[src/rtl/avr_pkg.sv]
// Shared AVR fetch definitions: two-word opcode detection (JMP/CALL/LDS/STS)
// and the default program-counter width and reset vector.
package avr_pkg;

  localparam int          PC_W_DEFAULT      = 16;
  localparam int unsigned RESET_VEC_DEFAULT = 0;

  localparam logic [15:0] JMP_CALL_MASK  = 16'hFE0C;
  localparam logic [15:0] JMP_CALL_MATCH = 16'h940C;
  localparam logic [15:0] LDS_STS_MASK   = 16'hFC0F;
  localparam logic [15:0] LDS_STS_MATCH  = 16'h9000;

  function automatic logic is32(input logic [15:0] w);
    return ((w & JMP_CALL_MASK) == JMP_CALL_MATCH) ||
           ((w & LDS_STS_MASK) == LDS_STS_MATCH);
  endfunction

endpackage

[src/rtl/avr_fetch_queue.sv]
// DEPTH-word circular FIFO for the fetch unit: push-1, pop-0/1/2, synchronous
// flush, with the head and head+1 words exposed for two-word decode.
module avr_fetch_queue #(
  parameter int DEPTH = 4,
  localparam int AW = (DEPTH > 1) ? $clog2(DEPTH) : 1,
  localparam int CW = $clog2(DEPTH + 1)
) (
  input  logic          CLK,
  input  logic          RST,
  input  logic          flush,
  input  logic          push,
  input  logic [15:0]   push_data,
  input  logic [1:0]    pop,
  output logic [15:0]   head,
  output logic [15:0]   head_nxt,
  output logic [CW-1:0] count
);

  logic [15:0]   mem [DEPTH];
  logic [AW-1:0] rd_ptr_reg, wr_ptr_reg;
  logic [CW-1:0] count_reg;

  // Modulo-DEPTH pointer advance; a single subtraction suffices since k <= 2 <= DEPTH.
  function automatic logic [AW-1:0] ptr_add(input logic [AW-1:0] p, input logic [1:0] k);
    logic [AW:0] s;
    s = (AW+1)'(p) + (AW+1)'(k);
    if (s >= (AW+1)'(DEPTH)) s = s - (AW+1)'(DEPTH);
    return s[AW-1:0];
  endfunction

  always_ff @(posedge CLK) begin
    if (RST || flush) begin
      rd_ptr_reg <= '0;
      wr_ptr_reg <= '0;
      count_reg  <= '0;
    end else begin
      if (push) wr_ptr_reg <= ptr_add(wr_ptr_reg, 2'd1);
      rd_ptr_reg <= ptr_add(rd_ptr_reg, pop);
      count_reg  <= count_reg + CW'(push) - CW'(pop);
    end
  end

  always_ff @(posedge CLK) begin
    if (push && !flush && !RST) mem[wr_ptr_reg] <= push_data;
  end

  assign head     = mem[rd_ptr_reg];
  assign head_nxt = mem[ptr_add(rd_ptr_reg, 2'd1)];
  assign count    = count_reg;

endmodule

[src/rtl/avr_fetch_pq.sv]
// Prefetching AVR instruction-fetch unit: DEPTH-word queue, 16/32-bit decode,
// redirect flush. Skip semantics are built only when AVR_FETCH_SKIP_EN is defined.
module avr_fetch_pq
  import avr_pkg::*;
#(
  parameter int          PC_W      = PC_W_DEFAULT,
  parameter int          DEPTH     = 4,
  parameter int unsigned RESET_VEC = RESET_VEC_DEFAULT
) (
  input  logic            CLK,
  input  logic            RST,
  output logic            prog_rd,
  output logic [PC_W-1:0] prog_addr,
  input  logic [15:0]     prog_data,
  output logic            instr_valid,
  input  logic            instr_ready,
  output logic [15:0]     instr,
  output logic [15:0]     instr_ext,
  output logic            instr_is32,
  output logic [PC_W-1:0] instr_pc,
  input  logic            redir_valid,
  input  logic            redir_rel,
  input  logic [PC_W-1:0] redir_tgt,
  input  logic            skip_req
);

  localparam int              CW     = $clog2(DEPTH + 1);
  localparam logic [PC_W-1:0] RST_PC = PC_W'(RESET_VEC);

  logic [PC_W-1:0] fetch_pc_reg, instr_pc_reg, redir_pc;
  logic            inflight_reg;
  logic [CW-1:0]   occ;
  logic [CW:0]     pending;
  logic [15:0]     head_word, head_nxt;
  logic [1:0]      head_len, pop_cnt;
  logic            head_is32, head_complete, accept, redir_take;
  logic            skip_pend, skip_pop, pop_any;

  avr_fetch_queue #(.DEPTH(DEPTH)) u_queue (
    .CLK       (CLK),
    .RST       (RST),
    .flush     (redir_take),
    .push      (inflight_reg),
    .push_data (prog_data),
    .pop       (pop_cnt),
    .head      (head_word),
    .head_nxt  (head_nxt),
    .count     (occ)
  );

  assign head_is32     = is32(head_word);
  assign head_len      = head_is32 ? 2'd2 : 2'd1;
  assign head_complete = (occ >= CW'(head_len));
  assign instr_valid   = head_complete & ~skip_pend;
  assign accept        = instr_valid & instr_ready;

  // Relative redirects are only meaningful against a presented head.
  assign redir_take = redir_valid & (~redir_rel | instr_valid);
  assign redir_pc   = redir_rel ? instr_pc_reg + PC_W'(head_len) + redir_tgt : redir_tgt;

  assign pop_any = ~redir_take & (accept | skip_pop);
  assign pop_cnt = pop_any ? head_len : 2'd0;

  assign pending = (CW+1)'(occ) + (CW+1)'(inflight_reg);
  assign prog_rd = ~RST & ~redir_take & (pending < (CW+1)'(DEPTH));

  assign prog_addr  = fetch_pc_reg;
  assign instr_pc   = instr_pc_reg;
  assign instr      = instr_valid ? head_word : 16'h0000;
  assign instr_is32 = instr_valid & head_is32;
  assign instr_ext  = instr_is32 ? head_nxt : 16'h0000;

  // A word returning during a redirect is dropped by the queue flush.
  always_ff @(posedge CLK) begin
    if (RST) begin
      fetch_pc_reg <= RST_PC;
      instr_pc_reg <= RST_PC;
      inflight_reg <= 1'b0;
    end else begin
      inflight_reg <= prog_rd;
      if (redir_take) begin
        fetch_pc_reg <= redir_pc;
        instr_pc_reg <= redir_pc;
      end else begin
        if (prog_rd) fetch_pc_reg <= fetch_pc_reg + PC_W'(1);
        if (pop_any) instr_pc_reg <= instr_pc_reg + PC_W'(head_len);
      end
    end
  end

`ifdef AVR_FETCH_SKIP_EN
  logic skip_pend_reg;

  always_ff @(posedge CLK) begin
    if (RST || redir_take)      skip_pend_reg <= 1'b0;
    else if (accept && skip_req) skip_pend_reg <= 1'b1;
    else if (skip_pop)           skip_pend_reg <= 1'b0;
  end

  assign skip_pend = skip_pend_reg;
  assign skip_pop  = skip_pend_reg & head_complete;
`else
  logic unused_skip_req;
  assign unused_skip_req = skip_req;
  assign skip_pend       = 1'b0;
  assign skip_pop        = 1'b0;
`endif

endmodule

[config.mk]
export PLATFORM = sky130hd
export DESIGN_NAME = avr_fetch_pq
export DESIGN_NICKNAME = d
export VERILOG_FILES = /design/src/rtl/avr_pkg.sv /design/src/rtl/avr_fetch_queue.sv /design/src/rtl/avr_fetch_pq.sv
export SDC_FILE = /design/constraint.sdc
export NUM_CORES = 1
export LEC_CHECK = 0
export CORE_AREA = 2 2 173 133
export DETAILED_ROUTE_END_ITERATION = 8
export DIE_AREA = 0 0 175 135
export PLACE_DENSITY = 0.51
export SYNTH_ARGS = -nofsm -noshare
export SYNTH_HDL_FRONTEND = slang
export SYNTH_HIERARCHICAL = 1
export SYNTH_SLANG_ARGS = --single-unit
[constraint.sdc]
create_clock -name CLK -period 11.59 [get_ports CLK]
set_input_delay 2.318 -clock CLK [delete_from_list [all_inputs] [get_ports CLK]]
set_output_delay 2.318 -clock CLK [all_outputs]
set_load 0.02 [all_outputs]
### Word-level counts from Yosys, hierarchy flattened

Memory sizes are Yosys's and may differ from the RTL's. A register that Yosys moved wholly into a read port is not among the register bits.
Cells that the tools add are included.

| storage, ports and cells | value |
|---|---|
| bits in writable memories | 64 |
| flip-flop bits (word level) | 40 |
| memories | 1 |
| output and inout port bits | 67 |
| input bits | 38 |

| operators by class | value |
|---|---|
| multiplexer cells | 15 |
| bitwise logic cells | 10 |
| equality and inequality tests | 2 |
| $add $sub $neg | 12 |
| reduce and logical (&&, ||, !) cells | 8 |
| $lt $le $gt $ge | 5 |

Memories:

| name | depth | width | read ports | clocked after memory_dff | write ports | line | text |
|---|---|---|---|---|---|---|---|
| u_queue.mem | 4 | 16 | 2 | 1 | 1 | avr_fetch_queue.sv:19 | `logic [15:0] mem [DEPTH];` |

Operators with widths:

| kind | number |
|---|---|
| $mux 16 | 7 |
| $add 16x1->16 const B | 1 |
| $add 16x16->16 | 1 |
| $add 16x2->16 | 1 |
| $mux 2 | 6 |
| $eq 10x10->1 const B | 1 |
| $eq 9x9->1 const B | 1 |
| $ge 3x3->1 const B | 3 |
| $add 2x1->3 const B | 2 |
| $and 1x1->1 | 6 |
| $sub 2x1->2 const B | 3 |
| $add 3x1->4 | 1 |
| $lt 4x3->1 const B | 1 |
| $reduce_bool 2->1 | 2 |
| $add 2x2->3 | 1 |
| $add 3x1->3 | 1 |
| $ge 3x2->1 | 1 |
| $not 1->1 | 3 |
| $sub 3x2->3 | 1 |
| $logic_and 1x1->1 | 2 |
| $logic_not 1->1 | 2 |
| $logic_or 1x1->1 | 2 |
| $mux 1 | 2 |
| $or 1x1->1 | 1 |

### Logic depth before layout (Yosys ltp)

| depth | value |
|---|---|
| depth in word-level cells | 13 |
| gate-level depth with buffers | 21 |
| mapped depth without buffers | 18 |

### Cells and area by module

Netlist, hierarchy kept.

Modules (own cells, without submodules):

| module | area each (sq um) | seq. area each (sq um) | instances | cells each |
|---|---|---|---|---|
| avr_fetch_pq | 3298.2 | 660.6 | 1 | 431 |
| avr_fetch_queue | 3160.5 | 2062.0 | 1 | 144 |

### Least setup slack after synthesis

OpenSTA, ideal clock, no wires.

| path | value |
|---|---|
| path kind | register -> output |
| start point | register, netlist name u_queue/rd_ptr_reg[1] |
| end point | output port prog_rd |
| setup slack | 5.581 ns |
| data required time | 9.272 ns |
| arrival time | 3.691 ns |
| cell stages (with the launch flop) | 15 |
| cell sequence | dfxtp_1 > buf_6 > buf_12 > mux4_2 > or4_1 > o21ai_0 > nand3_1 > ha_1 > nand2b_4 > a211oi_4 > inv_2 > o21ai_4 > buf_2 > buf_2 > and2_1 |

RTL lines:

| item | line | text |
|---|---|---|
| to (decl) | avr_fetch_pq.sv:12 | `output logic prog_rd,` |

==> run metrics <==
post-synthesis register bit count=104; All-Layer GR Usage=15.3%; Die Span Y=135 um; worst setup path category=reg -> out; routed length per instance=18.1 um; initial antenna violation count=0; met2 WL=8.17 mm; Post-synth EDFFs=64; Fin. Hold Viols=0; Synth area leaders=edfxtp_1 (30%), dfxtp_1 (12%), mux4_2 (10%), ha_1 (6.0%), and2_1 (3.7%); Synth Area in XOR/XNOR=6.04%; cts bufs inserted=9; Worst path top cell family by delay=compound AO/OA/AOI/OAI gates; Arr. time, crit path=5870 ps; minimum clock period=8190 ps; CP max-delay cell=o21ai_4; io pins=105; Req. time, crit path=9270 ps; Cells after Synth=575; Bufs on Longest Clock Path=2; delay of the slowest critical-path stage=780 ps; Slew Limit Fails=0; final net count=741; CTS tree=done; top cell type's share of synthesized area=29.8%; GR Overflow Total=0; RSZ-0062 raised after global routing=no; Clock Skew=10.4 ps; main flop type after synthesis=edfxtp_1; DRC viols=0; antenna fix cells=0; relative slew slack=27.4%; Routed Antenna Nets=0; initial core utilization=29.6%; max reg flops=64; cts hold-fix bufs=0; Total Power=1640 uW; die width=175 um; core area=21800 um2; Die Area=23600 um2; most common library cells after synthesis=edfxtp_1 (64), nor2_1 (45), dfxtp_1 (40); Cell Rows=47; power per cell area=205 nW/um2; area leader, netlist=edfxtp_1; CP bufs+invs=3; Detailed Place HPWL=13.1 mm; GPL Wtd Cong=0.851; Clock Pin Slew Worst Setup and Hold Paths=80 ps; Detailed Route WL=17.6 mm; Setup Fix Bufs, Post-CTS=0; metal3 WL=943 um; largest family of logic cells by synthesized area=simple AND/OR/NAND/NOR gates; outcome=finished clean; post-synth design cell area=6460 um2; met1 WL=8.34 mm; Avg Inst Size Synth=11.2 um2; post-route setup TNS=0 ps; Post-Syn Nets=647; Starting DRT DRC Count=285; CP Cell Sequence=buf_4 > mux4_2 > or4_1 > o21ai_0 > nand3_1 > ha_1 > nand2b_4 > a211oi_4 > inv_2 > o21ai_4 > and2_1 > clkdlybuf4s50_1; Compound-Gate Fraction of Synth Area=12.8%; Pleak=0.00277 uW; most frequent cell after synthesis=edfxtp_1; ys async rst share=0%; multiplexer area fraction after synthesis=12.9%; hold_ws=510 ps; DR pass1 iterations=5; startpoint class of the critical path=flip-flop; Post-Synth Simple-Gate Area=14.9%; Critical Path End Type=output port; CP max FO=33; CTS sink count=104; peak supply drop=88.2 uV; drt via density=5.10; max layer used=met4; fmax=0.122 GHz; post_cts resized=0; Root Driver=clkbuf_16; Syn-to-layout area delta=23.8%; period utilization=70.7%; largest net degree at the start of global routing=34; Seq/Total Area, Yosys=42.2%; synth unique cells=72; post-synthesis adder-cell area fraction=6.94%; input/output buffers=103; first-pass GRT wire length=27.9 mm; H-tree lvl count=3; Max-Cap Viols=0; vias in the first global route=5051; Vias=4934; worst skew pair latency=350 ps; Ys Warns=6; Worst-Margin Slew=1090 ps; Final setup viols=0; Worst Hold Class=reg -> reg; share of cells above drive strength 1=10.8%
-- worst register-to-register path, cell delays in order (launching register included) --
cell,delay [ps]
dfxtp_2,310
buf_4,490
mux4_2,620
or4_1,560
o21ai_0,290
nand3_1,370
ha_1,400
nand2b_4,150
a211oi_4,440
inv_2,280
o21ai_4,790
inv_2,450
nor2_1,380
and3_1,870
-- where the power goes --
group          switching [uW]  internal [uW]  leakage [uW]
sequential               66.1            445      0.000907
clock                     140            148      0.000132
combinational             469            368       0.00173
total                     675            961       0.00277
-- area by class of cell --
type                            instances  area, um2
Fill cell                            2150      13800
Multi-Input combinational cell        422       3460
Timing Repair Buffer                  109       1080
Inverter                               23       86.3
Clock buffer                            9        225
Sequential cell                       104       2720
Tap cell                              294        368
Clock inverter                          7       56.3
-- per-layer routing --
metal	vias to the layer above	global-route usage [%]
li1	2342	-
met1	2460	21.5
met2	125	24.4
met3	7	3.13
met4	0	3.15
met5	-	0
-- cell usage in the layout, fill, tap and decap left out, types with 10 or more instances in the layout --
cell type and n:
inv_1 21, a21oi_1 38, dfxtp_1 39, nand2_1 36, mux4_2 30, nor3_1 10, xnor2_1 20, clkdlybuf4s50_1 103
o21ai_0 16, edfxtp_1 64, and2_1 38, ha_1 31, nor2_1 45, xor2_1 19, nand3_1 13
-- final timing paths --
kind         cells past startpoint                 end             startpoint  slack, ps
max reg2reg                     13  u_queue/mem[2][13]  u_queue/rd_ptr_reg[1]       4810
max                             12             prog_rd  u_queue/rd_ptr_reg[1]       3400
min                              2         instr_pc[0]            instr_pc[0]        510
min reg2reg                      2         instr_pc[0]            instr_pc[0]        510
-- kinds of logic (layout without fill, tap and decap cells) --
logic type	after synthesis	count (layout)
AND/OR/NAND/NOR	183	183
AO/OA/AOI/OAI	122	122
flip-flops	104	104
buffers and inverters	49	148
multiplexers	42	42
XOR/XNOR	41	41
adder cells (fa/ha/maj)	34	34
-- stage by stage --
step / util, % / setup WS, ps / cell area, um2 / std cells
after global routing: 36.6 / 2960 / 7990 / 968
after floorplan: - / 5580 / 6460 / 575
final: 36.6 / 3400 / 7990 / 968
after detailed placement: 35.4 / 3570 / 7710 / 952
after CTS: 36.6 / 3250 / 7990 / 968
after global placement: 35.4 / 3600 / 7710 / 952
(Power assumes the default switching activity.)
